===== config.mk =====
export PLATFORM = sky130hd
export DESIGN_NAME = run_detect_scheduler
export DESIGN_NICKNAME = d
export VERILOG_FILES = /design/src/rtl/run_detect_pkg.sv /design/src/rtl/run_detect_scheduler_rr_arbiter.sv /design/src/rtl/run_detect_scheduler.sv
export SDC_FILE = /design/constraint.sdc
export NUM_CORES = 1
export LEC_CHECK = 0
export ABC_AREA = 1
export ABC_CLOCK_PERIOD_IN_PS = 5050
export CAP_MARGIN = 15
export CORE_ASPECT_RATIO = 1.75
export CORE_MARGIN = 1.5
export CORE_UTILIZATION = 42
export DETAILED_ROUTE_END_ITERATION = 8
export GPL_ROUTABILITY_DRIVEN = 0
export PLACE_DENSITY = 0.66
export SYNTH_ARGS = -nofsm -noshare
export SYNTH_HDL_FRONTEND = slang
export SYNTH_SLANG_ARGS = --single-unit

===== constraint.sdc =====
create_clock -name clock -period 5.05 [get_ports clock]
set_clock_uncertainty 0.2 [all_clocks]
set_input_delay 1.2625 -clock clock [delete_from_list [all_inputs] [get_ports clock]]
set_output_delay 1.2625 -clock clock [all_outputs]
set_load 0.05 [all_outputs]

===== src/rtl/run_detect_pkg.sv =====
// ----------------------------------------------------------------------------
// run_detect_pkg
//   Shared types, default sizing and helpers for the multi-channel
//   run-of-ones detector and the round-robin lane arbiter.
//
//   Contents:
//     NUM_CH_DEFAULT / THRESH_DEFAULT   default channel count and run threshold
//     CH_W_DEFAULT / CNT_W_DEFAULT      derived index / counter widths
//     ch_idx_t                          channel index at default sizing
//     cnt_t                             run counter at default sizing
//     sat_inc(cnt, thresh)              saturating increment, caps at thresh
// ----------------------------------------------------------------------------
package run_detect_pkg;

  localparam int NUM_CH_DEFAULT = 4;
  localparam int THRESH_DEFAULT = 2;
  localparam int CH_W_DEFAULT   = $clog2(NUM_CH_DEFAULT);
  localparam int CNT_W_DEFAULT  = $clog2(THRESH_DEFAULT + 1);

  typedef logic [CH_W_DEFAULT-1:0]  ch_idx_t;
  typedef logic [CNT_W_DEFAULT-1:0] cnt_t;

  // Saturating increment: once the run reaches thresh it stays there, so a
  // long run of ones can never wrap the counter back through THRESH-1 and
  // retrigger an event.
  function automatic int unsigned sat_inc(input int unsigned cnt,
                                          input int unsigned thresh);
    return (cnt >= thresh) ? thresh : cnt + 1;
  endfunction

endpackage


===== src/rtl/run_detect_scheduler_rr_arbiter.sv =====
// ----------------------------------------------------------------------------
// rr_arbiter
//   Combinational round-robin arbiter. Grants the first requesting channel
//   found when searching ptr, ptr+1, ..., NUM_CH-1, 0, ..., ptr-1. The caller
//   owns the pointer register, so the same arbiter can serve any lane
//   scheduler that wants a different pointer-update policy.
//
//   Ports:
//     req      in  NUM_CH  request vector
//     ptr      in  CH_W    highest-priority channel this cycle
//     en       in  1       0 forces an empty grant
//     gnt      out NUM_CH  one-hot grant (all-zero when nothing granted)
//     gnt_idx  out CH_W    index of the granted channel (0 when none)
// ----------------------------------------------------------------------------
module rr_arbiter
  import run_detect_pkg::*;
#(
  parameter int NUM_CH = NUM_CH_DEFAULT,
  parameter int CH_W   = $clog2(NUM_CH)
) (
  input  logic [NUM_CH-1:0] req,
  input  logic [CH_W-1:0]   ptr,
  input  logic              en,
  output logic [NUM_CH-1:0] gnt,
  output logic [CH_W-1:0]   gnt_idx
);

  int              idx;
  logic [CH_W-1:0] idx_c;
  logic            found;

  // Walk the channels in priority order starting at ptr; the first request
  // seen wins and the found flag suppresses every later candidate, which
  // keeps the grant one-hot by construction.
  always_comb begin
    gnt     = '0;
    gnt_idx = '0;
    found   = 1'b0;
    idx     = 0;
    idx_c   = '0;
    for (int k = 0; k < NUM_CH; k++) begin
      idx = int'(ptr) + k;
      if (idx >= NUM_CH) begin
        idx = idx - NUM_CH;
      end
      idx_c = CH_W'(idx);
      if (en && !found && req[idx_c]) begin
        found        = 1'b1;
        gnt[idx_c]   = 1'b1;
        gnt_idx      = idx_c;
      end
    end
  end

endmodule


===== src/rtl/run_detect_scheduler.sv =====
// ----------------------------------------------------------------------------
// run_detect_scheduler
//   Shares one saturating run-of-ones detector across NUM_CH bit-serial
//   lanes. Each cycle the round-robin arbiter accepts at most one lane's bit,
//   which updates that lane's saved run count. When a lane's run first
//   reaches THRESH, its index is posted on a valid/ready event port.
//
//   Ports:
//     clock     in  1       rising-edge clock
//     reset     in  1       asynchronous active-low reset (0 = in reset)
//     enable    in  1       1 = arbitration runs, 0 = no grants, state held
//     in_valid  in  NUM_CH  lane i has a bit available
//     in_bit    in  NUM_CH  serial data bit per lane
//     in_ready  out NUM_CH  one-hot grant; bit accepted on valid & ready
//     clr       in  NUM_CH  synchronous clear of a lane's run count
//     ev_valid  out 1       event pending
//     ev_ch     out CH_W    lane index of the pending event
//     ev_ready  in  1       consumer accepts the event
//     match     out NUM_CH  registered level, run count == THRESH
// ----------------------------------------------------------------------------
module run_detect_scheduler
  import run_detect_pkg::*;
#(
  parameter int NUM_CH = NUM_CH_DEFAULT,
  parameter int THRESH = THRESH_DEFAULT,
  parameter int CH_W   = $clog2(NUM_CH),
  parameter int CNT_W  = $clog2(THRESH + 1)
) (
  input  logic              clock,
  input  logic              reset,
  input  logic              enable,
  input  logic [NUM_CH-1:0] in_valid,
  input  logic [NUM_CH-1:0] in_bit,
  output logic [NUM_CH-1:0] in_ready,
  input  logic [NUM_CH-1:0] clr,
  output logic              ev_valid,
  output logic [CH_W-1:0]   ev_ch,
  input  logic              ev_ready,
  output logic [NUM_CH-1:0] match
);

  localparam logic [CNT_W-1:0] THRESH_C  = CNT_W'(THRESH);
  localparam logic [CNT_W-1:0] THRESH_M1 = CNT_W'(THRESH - 1);
  localparam logic [CH_W-1:0]  LAST_CH   = CH_W'(NUM_CH - 1);

  logic [CH_W-1:0]   ptr_reg;
  logic [CH_W-1:0]   ptr_next;
  logic              ev_valid_reg;
  logic [CH_W-1:0]   ev_ch_reg;

  logic              stall;
  logic              arb_en;
  logic [NUM_CH-1:0] gnt;
  logic [CH_W-1:0]   gnt_idx;
  logic [NUM_CH-1:0] acc_vec;
  logic [NUM_CH-1:0] hit_vec;
  logic              accept;
  logic              ev_load;

  // While an event sits unaccepted no lane is granted, so no second event
  // can be produced that would need to overwrite the pending one.
  assign stall  = ev_valid_reg & ~ev_ready;

  // Including reset here keeps in_ready low for the whole reset window even
  // though the request vector itself is not reset.
  assign arb_en = enable & ~stall & reset;

  rr_arbiter #(
    .NUM_CH (NUM_CH),
    .CH_W   (CH_W)
  ) u_arb (
    .req     (in_valid),
    .ptr     (ptr_reg),
    .en      (arb_en),
    .gnt     (gnt),
    .gnt_idx (gnt_idx)
  );

  assign in_ready = gnt;
  assign acc_vec  = in_valid & gnt;
  assign accept   = |acc_vec;

  // At most one lane is accepted per cycle, so at most one hit bit is set
  // and the granted index identifies it.
  assign ev_load  = |hit_vec;

  assign ptr_next = (gnt_idx == LAST_CH) ? '0 : gnt_idx + 1'b1;

  // --------------------------------------------------------------------------
  // Per-lane run counter and match flag
  // --------------------------------------------------------------------------
  for (genvar gi = 0; gi < NUM_CH; gi++) begin : g_ch
    logic [CNT_W-1:0] cnt_reg;
    logic [CNT_W-1:0] cnt_next;
    logic             match_reg;

    // clr has priority over an accept on the same lane; the pointer still
    // advances because that is driven from the grant, not from the count.
    always_comb begin
      cnt_next = cnt_reg;
      if (clr[gi]) begin
        cnt_next = '0;
      end else if (acc_vec[gi]) begin
        if (in_bit[gi]) begin
          cnt_next = CNT_W'(sat_inc(32'(cnt_reg), THRESH));
        end else begin
          cnt_next = '0;
        end
      end
    end

    // Only the THRESH-1 -> THRESH transition fires, so a saturated lane
    // receiving more ones stays silent.
    assign hit_vec[gi] = acc_vec[gi] & ~clr[gi] & in_bit[gi] &
                         (cnt_reg == THRESH_M1);

    always_ff @(posedge clock or negedge reset) begin
      if (!reset) begin
        cnt_reg   <= '0;
        match_reg <= 1'b0;
      end else begin
        cnt_reg   <= cnt_next;
        // Taken from the next-state count so match rises together with
        // ev_valid rather than a cycle later.
        match_reg <= (cnt_next == THRESH_C);
      end
    end

    assign match[gi] = match_reg;
  end

  // --------------------------------------------------------------------------
  // Round-robin pointer and event register
  // --------------------------------------------------------------------------
  always_ff @(posedge clock or negedge reset) begin
    if (!reset) begin
      ptr_reg      <= '0;
      ev_valid_reg <= 1'b0;
      ev_ch_reg    <= '0;
    end else begin
      if (accept) begin
        ptr_reg <= ptr_next;
      end
      // A new event may load in the same cycle the old one is taken,
      // giving back-to-back events with no bubble.
      if (ev_load) begin
        ev_valid_reg <= 1'b1;
        ev_ch_reg    <= gnt_idx;
      end else if (ev_ready) begin
        ev_valid_reg <= 1'b0;
      end
    end
  end

  assign ev_valid = ev_valid_reg;
  assign ev_ch    = ev_ch_reg;

endmodule


Yosys cells after proc, flatten, opt, wreduce, memory -nomap -nowiden:

Cells that the tools add are included.

* add/subtract/negate cells: 12
* magnitude comparators: 16
* eq/ne operators: 9
* muxes and demuxes: 50
* bitwise logic cells: 25
* reduce and logical (&&, ||, !) cells: 17

Operators by type and width (count)
* 2-bit 2-to-1 mux: 25
* 4-bit 2-to-1 mux: 4
* 1-bit AND: 15
* 1-bit 2-to-1 mux: 13
* 2-bit by 3-bit less-than comparator with 1-bit output (second input constant): 4
* 4-bit OR: 3
* 1-bit logical AND: 11
* 2-bit by 1-bit adder with 2-bit output (second input constant): 5
* 2-bit == test (second input constant): 5
* 3-bit >= comparator (second input constant): 3
* 1-bit binary-select mux with 2-bit select: 4
* 1-bit demux with 2-bit select: 4
* 2-bit by 1-bit == test with 1-bit output (second input constant): 4
* 2-bit by 1-bit >= comparator with 1-bit output (second input constant): 4
* 2-bit >= comparator (second input constant): 4
* 4-bit OR reduction: 2
* 2-bit by 1-bit subtractor with 2-bit output (second input constant): 4
* 2-bit by 2-bit adder with 3-bit output (second input constant): 2
* 1-bit inverter: 6
* 4-bit AND: 1
* 2-bit by 1-bit adder with 3-bit output (second input constant): 1
* 2-bit by 3-bit >= comparator with 1-bit output (second input constant): 1
* 1-bit zero test: 3
* 2-bit nonzero test: 1

* register bits: 17

Longest topological paths before layout:

Gate-level depths: netlist of run 1.

* depth after elaboration: 25
* depth in mapped cells: 17
* gate-level depth less buffers: 16

Hierarchy:

Synthesis of run 1 repeated with hierarchy kept, for this count alone.

* cell total of the unflattened synthesis: 189
* area total of the unflattened synthesis: 1375.1 µm²

Modules (own cells, without submodules)
* run_detect_scheduler: times used 1, cells each 107, area an instance 869.6 µm²
* rr_arbiter: times used 1, cells each 82, area an instance 505.5 µm²

Worst setup path after synthesis of run 1:

OpenSTA, ideal clock, no wires.

* path kind: input-to-output
* from: in reset
* to: out in_ready[1]
* data arrival time: 2208 ps
* required time: 3588 ps
* setup slack: 1380 ps
* stages on the path: 7
* buffers on the path: 1
* cell sequence: nand2_1 -> a21oi_1 -> nand2_4 -> nor2_4 -> buf_6 -> nand3_1 -> nand3_2

* longest elaborated chain between the ends: 15

RTL lines
* start, declared: line run_detect_scheduler.sv:30 `input logic reset,`
* 1-bit AND *: line run_detect_scheduler.sv:66 `assign arb_en = enable & ~stall & reset;`
* 1-bit logical AND: line run_detect_scheduler_rr_arbiter.sv:47 `if (en && !found && req[idx_c]) begin`
* 1-bit 2-to-1 mux: line run_detect_scheduler_rr_arbiter.sv:47
* 1-bit zero test: line run_detect_scheduler_rr_arbiter.sv:47
* 1-bit logical AND (2 in a row): line run_detect_scheduler_rr_arbiter.sv:47
* 1-bit 2-to-1 mux: line run_detect_scheduler_rr_arbiter.sv:47
* 1-bit zero test: line run_detect_scheduler_rr_arbiter.sv:47
* 1-bit logical AND (2 in a row): line run_detect_scheduler_rr_arbiter.sv:47
* 1-bit 2-to-1 mux: line run_detect_scheduler_rr_arbiter.sv:47
* 1-bit zero test: line run_detect_scheduler_rr_arbiter.sv:47
* 1-bit logical AND (2 in a row): line run_detect_scheduler_rr_arbiter.sv:47
* 4-bit 2-to-1 mux *: line run_detect_scheduler_rr_arbiter.sv:47
* end, declared: line run_detect_scheduler.sv:34 `output logic [NUM_CH-1:0] in_ready,`

Mark *: on every way between the ends. The rest lies on a longest branch, timed or not.

Final worst setup path of run 1:

* from: in in_valid[2]
* to: out in_ready[1]

* longest elaborated chain between the ends: 16

RTL lines
* start, declared: line run_detect_scheduler.sv:32 `input logic [NUM_CH-1:0] in_valid,`
* 1-bit binary-select mux with 2-bit select: line run_detect_scheduler_rr_arbiter.sv:47
* 1-bit 2-to-1 mux (implied by the code): line run_detect_scheduler_rr_arbiter.sv:47
* 1-bit logical AND: line run_detect_scheduler_rr_arbiter.sv:47
* 1-bit 2-to-1 mux: line run_detect_scheduler_rr_arbiter.sv:47
* 1-bit zero test: line run_detect_scheduler_rr_arbiter.sv:47
* 1-bit logical AND (2 in a row): line run_detect_scheduler_rr_arbiter.sv:47
* 1-bit 2-to-1 mux: line run_detect_scheduler_rr_arbiter.sv:47
* 1-bit zero test: line run_detect_scheduler_rr_arbiter.sv:47
* 1-bit logical AND (2 in a row): line run_detect_scheduler_rr_arbiter.sv:47
* 1-bit 2-to-1 mux: line run_detect_scheduler_rr_arbiter.sv:47
* 1-bit zero test: line run_detect_scheduler_rr_arbiter.sv:47
* 1-bit logical AND (2 in a row): line run_detect_scheduler_rr_arbiter.sv:47
* 4-bit 2-to-1 mux *: line run_detect_scheduler_rr_arbiter.sv:47

Mark *: on every way between the ends. The rest lies on a longest branch, timed or not. The select of a mux whose other input is x is not followed.

==> results.ini, run 1 <==
[power_and_ir_drop]
ir_drop_uv=207
leakagePower_nw=1.01
p_int_uw=374
p_total_uw=759
seqPwrFrac_pct=24.6
netSwitchingPower_uw=385
p_sw_share_pct=50.7
powerDensity_mw_per_mm2=419
clkPwrFrac_pct=13.3
combPwrFrac_pct=62.1

[run]
cap_violations=0

[cts]
post_cts_buffers=0
root_buffer=clkbuf_8
hold_buffers=0
cts.sinks=17
clk_latency_ns=0.25
cts_tree=built
cts.repair.resized=0
htreeDepth=1
clk_pin_slew_ns=0.06
cts-buffers-inserted=3
ctsLongestPathBuffers=2

[sta]
rsz0062_at_grt=false
final-hold-violation-count=0
setup_tns_ns=0
holdWs_ns=0.301
finalCriticalPeriod_ns=4.38
tightest_slew_ns=0.494
maxSlewHeadroom_pct=66.9
setup_viol=0
drv_slew=0
min_period_over_period_pct=86.6
setup_ws_ns=0.675
fmax_mhz=229

[min_path]
min_path_type=register to register

[detailed_routing]
drc=0
vias=1391
wl_per_cell_um=11.8
drtAntennaViolNets=0
drt_wl_total_um=3310
first_iter_violations=41
dr.pass1.iters=4
viasPerCell=4.95

[layout]
instances_no_fill=281
multi_input_area_um2=838
nNetsFinal=261
drive_gt1_share_pct=17.8
antenna_cells=0
syn2layout_area_growth_pct=24.5
stdcell_area_mm2=0.00181
finish.utilization_pct=53.9
regArea_um2=425
fillers=344
largest_reg_flops=8

[synthesis]
synth_nets=235
synth_cells=211
synthTopCellsByArea=dfrtp_1 (29%), nand2_1 (14%), inv_1 (7.5%)
yosysTopAreaCell=dfrtp_1
synthFlopType=dfrtp_1
synth_warnings=0
synth_edf_count=0
ys_types=25
synth-seq-cells=17
yosysTopAreaCellShare_pct=29.2
ys_seq_area_share_pct=29.2
syn_area_mm2=0.00146
synthArstFlopShare_pct=100
synth_common_cells=nand2_1 (54), inv_1 (29), nor2_1 (21)
yosysMostFrequentCell=nand2_1
synth.avg_cell_area_um2=6.91

[critical_path]
cp_data_arrival_time_ns=2.91
worstSetupPathType=input pin to output pin
crit_fanout=11
start_kind=input pin
endpoint_kind=output pin
worstPathRequired_ns=3.59

[placement]
place_area_mm2=0.00177
io_buffers=26
hpwlAfterDp_um=2790
dp.cells=277
place_ws_ns=0.698

[floorplanning]
rows=28
io_pins=27
die_y_um=80.9
die_w_um=47.5
die_area_mm2=0.00385
core_area_mm2=0.00336
start_util_pct=43.3

[global_routing]
track_usage_pct=20.5
grt_pass1_vias=1405
grt_max_degree=18
antenna_found_initial=0
grt_overflow=0
grt_pass1_wl_um=5670

[status]
outcome=complete, no violations

-- placed cells by master (no fill, tap or decap) --
cell | netlist | layout
nand3_2 | 8 | 8
o21ai_1 | 1 | 1
nand2_4 | 2 | 2
nor2_1 | 21 | 21
nand4_1 | 5 | 5
dfrtp_1 | 17 | 17
nor4_1 | 3 | 3
nand2_2 | 7 | 7
nor2_2 | 4 | 4
buf_12 | 0 | 4
clkdlybuf4s50_1 | 0 | 22
o21ai_0 | 6 | 6
o21bai_1 | 1 | 1
inv_1 | 29 | 29
o21ai_2 | 4 | 4
inv_2 | 3 | 3
a21oi_1 | 2 | 2
clkinv_2 | 3 | 3
nand2_1 | 54 | 54
buf_4 | 4 | 1
clkbuf_8 | 0 | 3
nand3_1 | 16 | 16
clkbuf_1 | 0 | 1
inv_4 | 1 | 1
nor2_4 | 2 | 2
nor3_1 | 4 | 4
and2_1 | 4 | 4
ha_1 | 8 | 8
-- layout make-up --
cell class	instances	share of cell area [%]
repair buffers	27	17.0
flip-flops and latches	17	23.4
inverters	36	7.79
well taps	45	3.10
clock buffers	4	2.48
multi-input cells	152	46.2
-- kinds of logic after synthesis --
kind of cell,count (synthesis),share of synthesized area (%)
AOI/OAI and AO/OA,14,6.01
adders and majority gates,8,6.87
buffers and inverters,42,13.3
DFF,17,29.2
and+or+nand+nor,130,44.6
-- metal layers --
metal,vias to the layer above,routed length (µm),global-route usage [%]
li1,711,-,-
met1,650,1260,21.4
met2,23,1920,37.7
met3,7,62,1.78
met4,0,68,10.5
met5,-,0,0
-- power by group through the flow --
stage / clock (mW) / combinational, mW / sequential, mW
after floorplan: 0 / 0.360 / 0.178
after global routing: 0.110 / 0.520 / 0.192
final: 0.101 / 0.471 / 0.187
after detailed placement: 0 / 0.472 / 0.189
after global placement: 0 / 0.472 / 0.190
after CTS: 0.104 / 0.474 / 0.187
-- worst paths after layout --
| path | from | endpoint | slack (ns) | cells after the start |
|---|---|---|---|---|
| setup / recovery | in_valid[2] | in_ready[1] | 0.67 | 9 |
| hold / removal | ev_ch[0] | ev_ch[0] | 0.30 | 2 |
| setup reg to reg | register | ev_ch[1] | 2.19 | 14 |
| hold reg to reg | ev_ch[0] | ev_ch[0] | 0.30 | 2 |
| max in group asynchronous | reset | ptr_reg[1] | 3.29 | 2 |
| min in group asynchronous | reset | ev_valid | 1.17 | 2 |
-- critical path, stage by stage --
cell and delay [ns]:
clkdlybuf4s50_1 0.52, nand2_1 0.15, nand3_1 0.12, nand2_2 0.11, inv_2 0.04, nor2_4 0.24
nand3_1 0.14, nand3_2 0.16, buf_12 0.15
No activity file was read; power rests on OpenSTA's default activity.
==> run 2: changes to the inputs <==
CAP_MARGIN = 20   (was 15)
PLACE_DENSITY = 0.67   (was 0.66)
REMOVE_ABC_BUFFERS = 1   (was default)
SYNTH_HIERARCHICAL = 1   (was default)
==> results.ini, run 2 <==
[global_routing]
antenna_found_initial=0
track_usage_pct=21.0
grt_max_degree=18
grt_overflow=0
grt_pass1_wl_um=5640
grt_pass1_vias=1363

[cts]
cts.repair.resized=0
hold_buffers=0
root_buffer=clkbuf_8
cts_tree=built
ctsLongestPathBuffers=2
clk_pin_slew_ns=0.06
htreeDepth=1
cts-buffers-inserted=3
post_cts_buffers=0
clk_latency_ns=0.24
cts.sinks=17

[power_and_ir_drop]
combPwrFrac_pct=59.6
leakagePower_nw=0.909
p_sw_share_pct=49.7
clkPwrFrac_pct=14.6
powerDensity_mw_per_mm2=384
p_int_uw=334
p_total_uw=664
netSwitchingPower_uw=330
ir_drop_uv=268
seqPwrFrac_pct=25.8

[detailed_routing]
first_iter_violations=41
wl_per_cell_um=13.2
dr.pass1.iters=4
drc=0
drtAntennaViolNets=0
drt_wl_total_um=3400
vias=1314
viasPerCell=5.11

[synthesis]
synth.avg_cell_area_um2=7.28
synth_edf_count=0
synth_common_cells=nand2_1 (35), inv_1 (32), nand3_1 (32)
synthTopCellsByArea=dfrtp_1 (31%), nand3_1 (12%), nand2_1 (9.6%)
yosysTopAreaCell=dfrtp_1
syn_area_mm2=0.00138
yosysTopAreaCellShare_pct=30.9
synth-seq-cells=17
ys_types=21
synth_cells=189
synth_warnings=6
ys_seq_area_share_pct=30.9
synthArstFlopShare_pct=100
synthFlopType=dfrtp_1
yosysMostFrequentCell=nand2_1

[sta]
final-hold-violation-count=0
maxSlewHeadroom_pct=67.0
setup_tns_ns=0
holdWs_ns=0.324
rsz0062_at_grt=false
fmax_mhz=222
finalCriticalPeriod_ns=4.50
drv_slew=0
setup_viol=0
min_period_over_period_pct=89.1
tightest_slew_ns=0.494

[critical_path]
crit_buf_inv=4
crit_family=simple AND/OR/NAND/NOR gates
crit_fanout=6
cpPeakStageDelay_ns=0.50
start_kind=input pin
crit_chain=clkdlybuf4s50_1, nand2_1, nor2_1, inv_1, nor2_1, nand2_1, nand2_1, inv_1, nand3_1, buf_12
cp_data_arrival_time_ns=3.04
critPathSlowestCell=clkdlybuf4s50_1
worstSetupPathType=input pin to output pin
worstPathRequired_ns=3.59
crit_top_cell=nand2_1
endpoint_kind=output pin

[floorplanning]
die_area_mm2=0.00364
io_pins=27
die_w_um=46.3
die_y_um=78.7
rows=27
start_util_pct=43.8
core_area_mm2=0.00314

[layout]
nNetsFinal=240
final_cell_mix=nand2_1 (35), inv_1 (32), nand3_1 (32)
largest_reg_flops=8
syn2layout_area_growth_pct=25.8
antenna_cells=0
drive_gt1_share_pct=13.6
fillers=310
final_common_cell=nand2_1

[placement]
hpwlAfterDp_um=2800
io_buffers=26

[min_path]
min_path_type=register to register

[status]
outcome=complete, no violations

[run]
cap_violations=0

-- run 2: layer usage --
metal  vias to the layer above  track usage [%]  share of wire [%]  routed length [µm]
li1                        652                -                  -                   -
met1                       600             21.0                 37                1260
met2                        46             36.3                 54                1820
met3                        16             2.50                4.3                 145
met4                         0             16.3                5.2                 177
met5                         -                0                  0                   0
-- run 2: power groups by stage --
stage	Sequential, mW	Clock (mW)	Combinational, mW
2_1_floorplan	0.168	0	0.271
3_3_place_gp	0.173	0	0.385
3_5_place_dp	0.173	0	0.392
4_1_cts	0.171	0.0987	0.392
5_1_grt	0.174	0.107	0.428
6_report	0.171	0.0969	0.396
-- run 2: path summary, 6_finish.rpt --
path / start / end / slack (ns) / cells after the start
hold / removal: ev_ch[0] / ev_ch[0] / 0.32 / 2
max in group asynchronous: reset / g_ch[2].cnt_reg[1] / 3.29 / 2
setup reg to reg: ptr_reg[0] / ev_ch[1] / 1.95 / 14
hold reg to reg: ev_ch[0] / ev_ch[0] / 0.32 / 2
setup / recovery: enable / in_ready[3] / 0.55 / 10
min in group asynchronous: reset / g_ch[1].match_reg / 1.17 / 2
-- run 2: cell families (layout without fill, tap and decap cells) --
| family | Yosys count | after routing | synth area share, % |
|---|---|---|---|
| adders and majority gates | 9 | 9 | 8.19 |
| buffers and inverters | 40 | 65 | 13.1 |
| and+or+nand+nor | 113 | 113 | 43.8 |
| AOI/OAI and AO/OA | 10 | 10 | 4.00 |
| DFF | 17 | 17 | 30.9 |
-- run 2: worst reg2reg max path: stages, from the launching register on --
cell     delay (ns)
dfrtp_1        0.61
inv_2          0.22
ha_1           0.39
inv_1          0.13
nand3_2        0.16
nand2_1        0.11
inv_2          0.05
nor2_4         0.24
nand3_1        0.12
nand3_1        0.21
nand3_2        0.13
nor2_2         0.18
nor2_1         0.10
nand3_1        0.10
nand2_1        0.05
-- run 2: stage by stage --
step | instance area [µm²] | instances | util [%] | worst slack, ns
3_3_place_gp | 1680 | 253 | 53.6 | 0.582
3_5_place_dp | 1680 | 253 | 53.6 | 0.565
6_report | 1730 | 257 | 55.0 | 0.550
4_1_cts | 1730 | 257 | 55.0 | 0.552
5_1_grt | 1730 | 257 | 55.0 | 0.366
2_1_floorplan | 1320 | 183 | - | 1.17
-- run 2: final cells by class --
| type | instances | area [µm²] | share of cell area, % |
|---|---|---|---|
| sequential | 17 | 425 | 24.6 |
| clock buffer | 4 | 45.0 | 2.60 |
| tap | 43 | 53.8 | 3.11 |
| multi-input combinational | 132 | 769 | 44.5 |
| inverter | 34 | 128 | 7.38 |
| timing repair buffer | 27 | 308 | 17.8 |
==> run 3: changes to the inputs <==
ABC_AREA = default   (was 1)
GPL_ROUTABILITY_DRIVEN = 1   (was 0)
SLEW_MARGIN = 20   (was default)
==> results.ini, run 3 <==
[cts]
clk_pin_slew_ns=0.07
root_buffer=clkbuf_8
post_cts_buffers=0
cts.repair.resized=0
hold_buffers=0
cts-buffers-inserted=3
ctsLongestPathBuffers=2
cts.sinks=17
clk_latency_ns=0.25
htreeDepth=1
cts_tree=built

[power_and_ir_drop]
combPwrFrac_pct=56.5
ir_drop_uv=228
powerDensity_mw_per_mm2=333
p_int_uw=334
clkPwrFrac_pct=17.6
leakagePower_nw=0.711
p_sw_share_pct=42.0
seqPwrFrac_pct=25.9
p_total_uw=576
netSwitchingPower_uw=242

[detailed_routing]
drtAntennaViolNets=0
vias=1290
drc=0
wl_met3_um=212
wl_per_cell_um=17.2
dr.pass1.iters=6
first_iter_violations=57
routed.top_layer=met4
met2_wirelength_um=1880
drt_wl_total_um=3640
met1Wirelength_um=1400
viasPerCell=6.08

[floorplanning]
die_y_um=77.7
start_util_pct=44.7
die_area_mm2=0.00355
io_pins=27
rows=26
core_area_mm2=0.00299
die_w_um=45.7

[layout]
final_cell_mix=clkdlybuf4s50_1 (22), dfrtp_1 (17), nor2_1 (13)
nNetsFinal=196
syn2layout_area_growth_pct=29.5
fillers=269
drive_gt1_share_pct=17.6
final_common_cell=clkdlybuf4s50_1
stdcell_area_mm2=0.00173
largest_reg_flops=8
antenna_cells=0

[synthesis]
ys_seq_area_share_pct=31.8
yosysTopAreaCell=dfrtp_1
synthTopCellsByArea=dfrtp_1 (32%), ha_1 (8.4%), nor2_1 (3.6%)
synth_edf_count=0
syn_area_mm2=0.00134
synth-seq-cells=17
synth_warnings=6
ys_types=42
synthFlopType=dfrtp_1
synth_cells=140
yosysMostFrequentCell=dfrtp_1
synth.avg_cell_area_um2=9.55
synth_common_cells=dfrtp_1 (17), nor2_1 (13), nand2_1 (12)
synthArstFlopShare_pct=100
yosysTopAreaCellShare_pct=31.8

[sta]
final-hold-violation-count=0
drv_slew=0
maxSlewHeadroom_pct=66.4
setup_tns_ns=0
min_period_over_period_pct=94.8
setup_viol=0
fmax_mhz=209
tightest_slew_ns=0.502
finalCriticalPeriod_ns=4.79
rsz0062_at_grt=false

[global_routing]
grt_pass1_vias=1255
grt_max_degree=18
antenna_found_initial=0
grt_pass1_wl_um=5780
grt_overflow=0
track_usage_pct=21.5

[critical_path]
r2r-start=ptr_reg[1]
worstSetupPathType=input pin to output pin
worstPathRequired_ns=3.59
start_kind=input pin
r2r_end=ev_ch[1]
r2r_setup_slack_ns=1.61
cp_data_arrival_time_ns=3.32
crit_fanout=10
rr_worst_depth=10
endpoint_kind=output pin

[placement]
place_area_mm2=0.00169
io_buffers=26
hpwlAfterDp_um=2850
routabilityCongestion=0.903

[min_path]
holdPathEnd=ev_valid
hp-start=ev_valid
holdPathStages=2
min_path_type=register to register

[status]
outcome=complete, no violations

[run]
cap_violations=0

-- run 3: cell types whose count changed after synthesis, sizes merged, moves of 5 or more --
| cell | before | now |
|---|---|---|
| inv | 34 | 3 |
| nand3 | 39 | 7 |
| nand2 | 42 | 12 |
| a21oi | 0 | 5 |
| a21boi | 0 | 5 |
| nor2 | 19 | 13 |
| mux2 | 0 | 6 |
-- run 3: area by class of cell --
type,instances,area [µm²],share of cell area (%)
Clock inverter,1,5.00,0.289
Sequential cell,17,425,24.6
Multi-Input combinational cell,112,840,48.5
Timing Repair Buffer,33,353,20.4
Tap cell,42,52.6,3.03
Clock buffer,3,41.3,2.38
Inverter,4,15.0,0.867
-- run 3: critical path, cell delays in order --
cell and delay, ns:
clkdlybuf4s50_1 0.59, mux4_2 0.63, and3b_2 0.35, a221o_1 0.31, buf_12 0.17
-- run 3: metal layers --
metal  up-vias  GRT usage, %
met5         -             0
met4         0          12.6
met3        14          4.19
met2        55          36.1
met1       636          23.5
li1        585             -
-- run 3: cells by family (layout without fill, tap and decap cells) --
kind of cell,count (synthesis),count (layout),share of synthesized area [%]
and+or+nand+nor,53,53,21.2
DFF,17,17,31.8
muxes,11,11,11.5
adders and majority gates,9,9,8.42
buffers and inverters,11,41,5.42
AOI/OAI and AO/OA,39,39,21.6
-- run 3: how the worst max path moves through the flow --
| stage | start | endpoint | cells past startpoint |
|---|---|---|---|
| after floorplan | ev_ready | in_ready[1] | 6 |
| after global placement | in_valid[1] | in_ready[2] | 5 |
| after detailed placement | in_valid[1] | in_ready[1] | 5 |
| after CTS | in_valid[1] | in_ready[0] | 5 |
| after global routing | in_valid[1] | in_ready[1] | 7 |
| final | in_valid[1] | in_ready[0] | 5 |
-- run 3: power by group through the flow --
stage / combinational (mW) / clock (mW) / sequential (mW)
floorplan: 0.189 / 0 / 0.169
global placement: 0.321 / 0 / 0.152
detailed placement: 0.319 / 0 / 0.152
CTS: 0.321 / 0.105 / 0.149
global route: 0.344 / 0.113 / 0.150
finish: 0.325 / 0.101 / 0.149
-- run 3: through the flow --
stage                     util [%]  hold WS [ns]  setup WS [ns]  std cells
final                         57.9         0.318          0.263        212
after global routing          57.9         0.349          0.217        212
after CTS                     57.9         0.324          0.285        212
after detailed placement      56.3         0.300          0.302        208
after global placement        56.3         0.284          0.299        208
after floorplan                  -         0.288          0.935        133
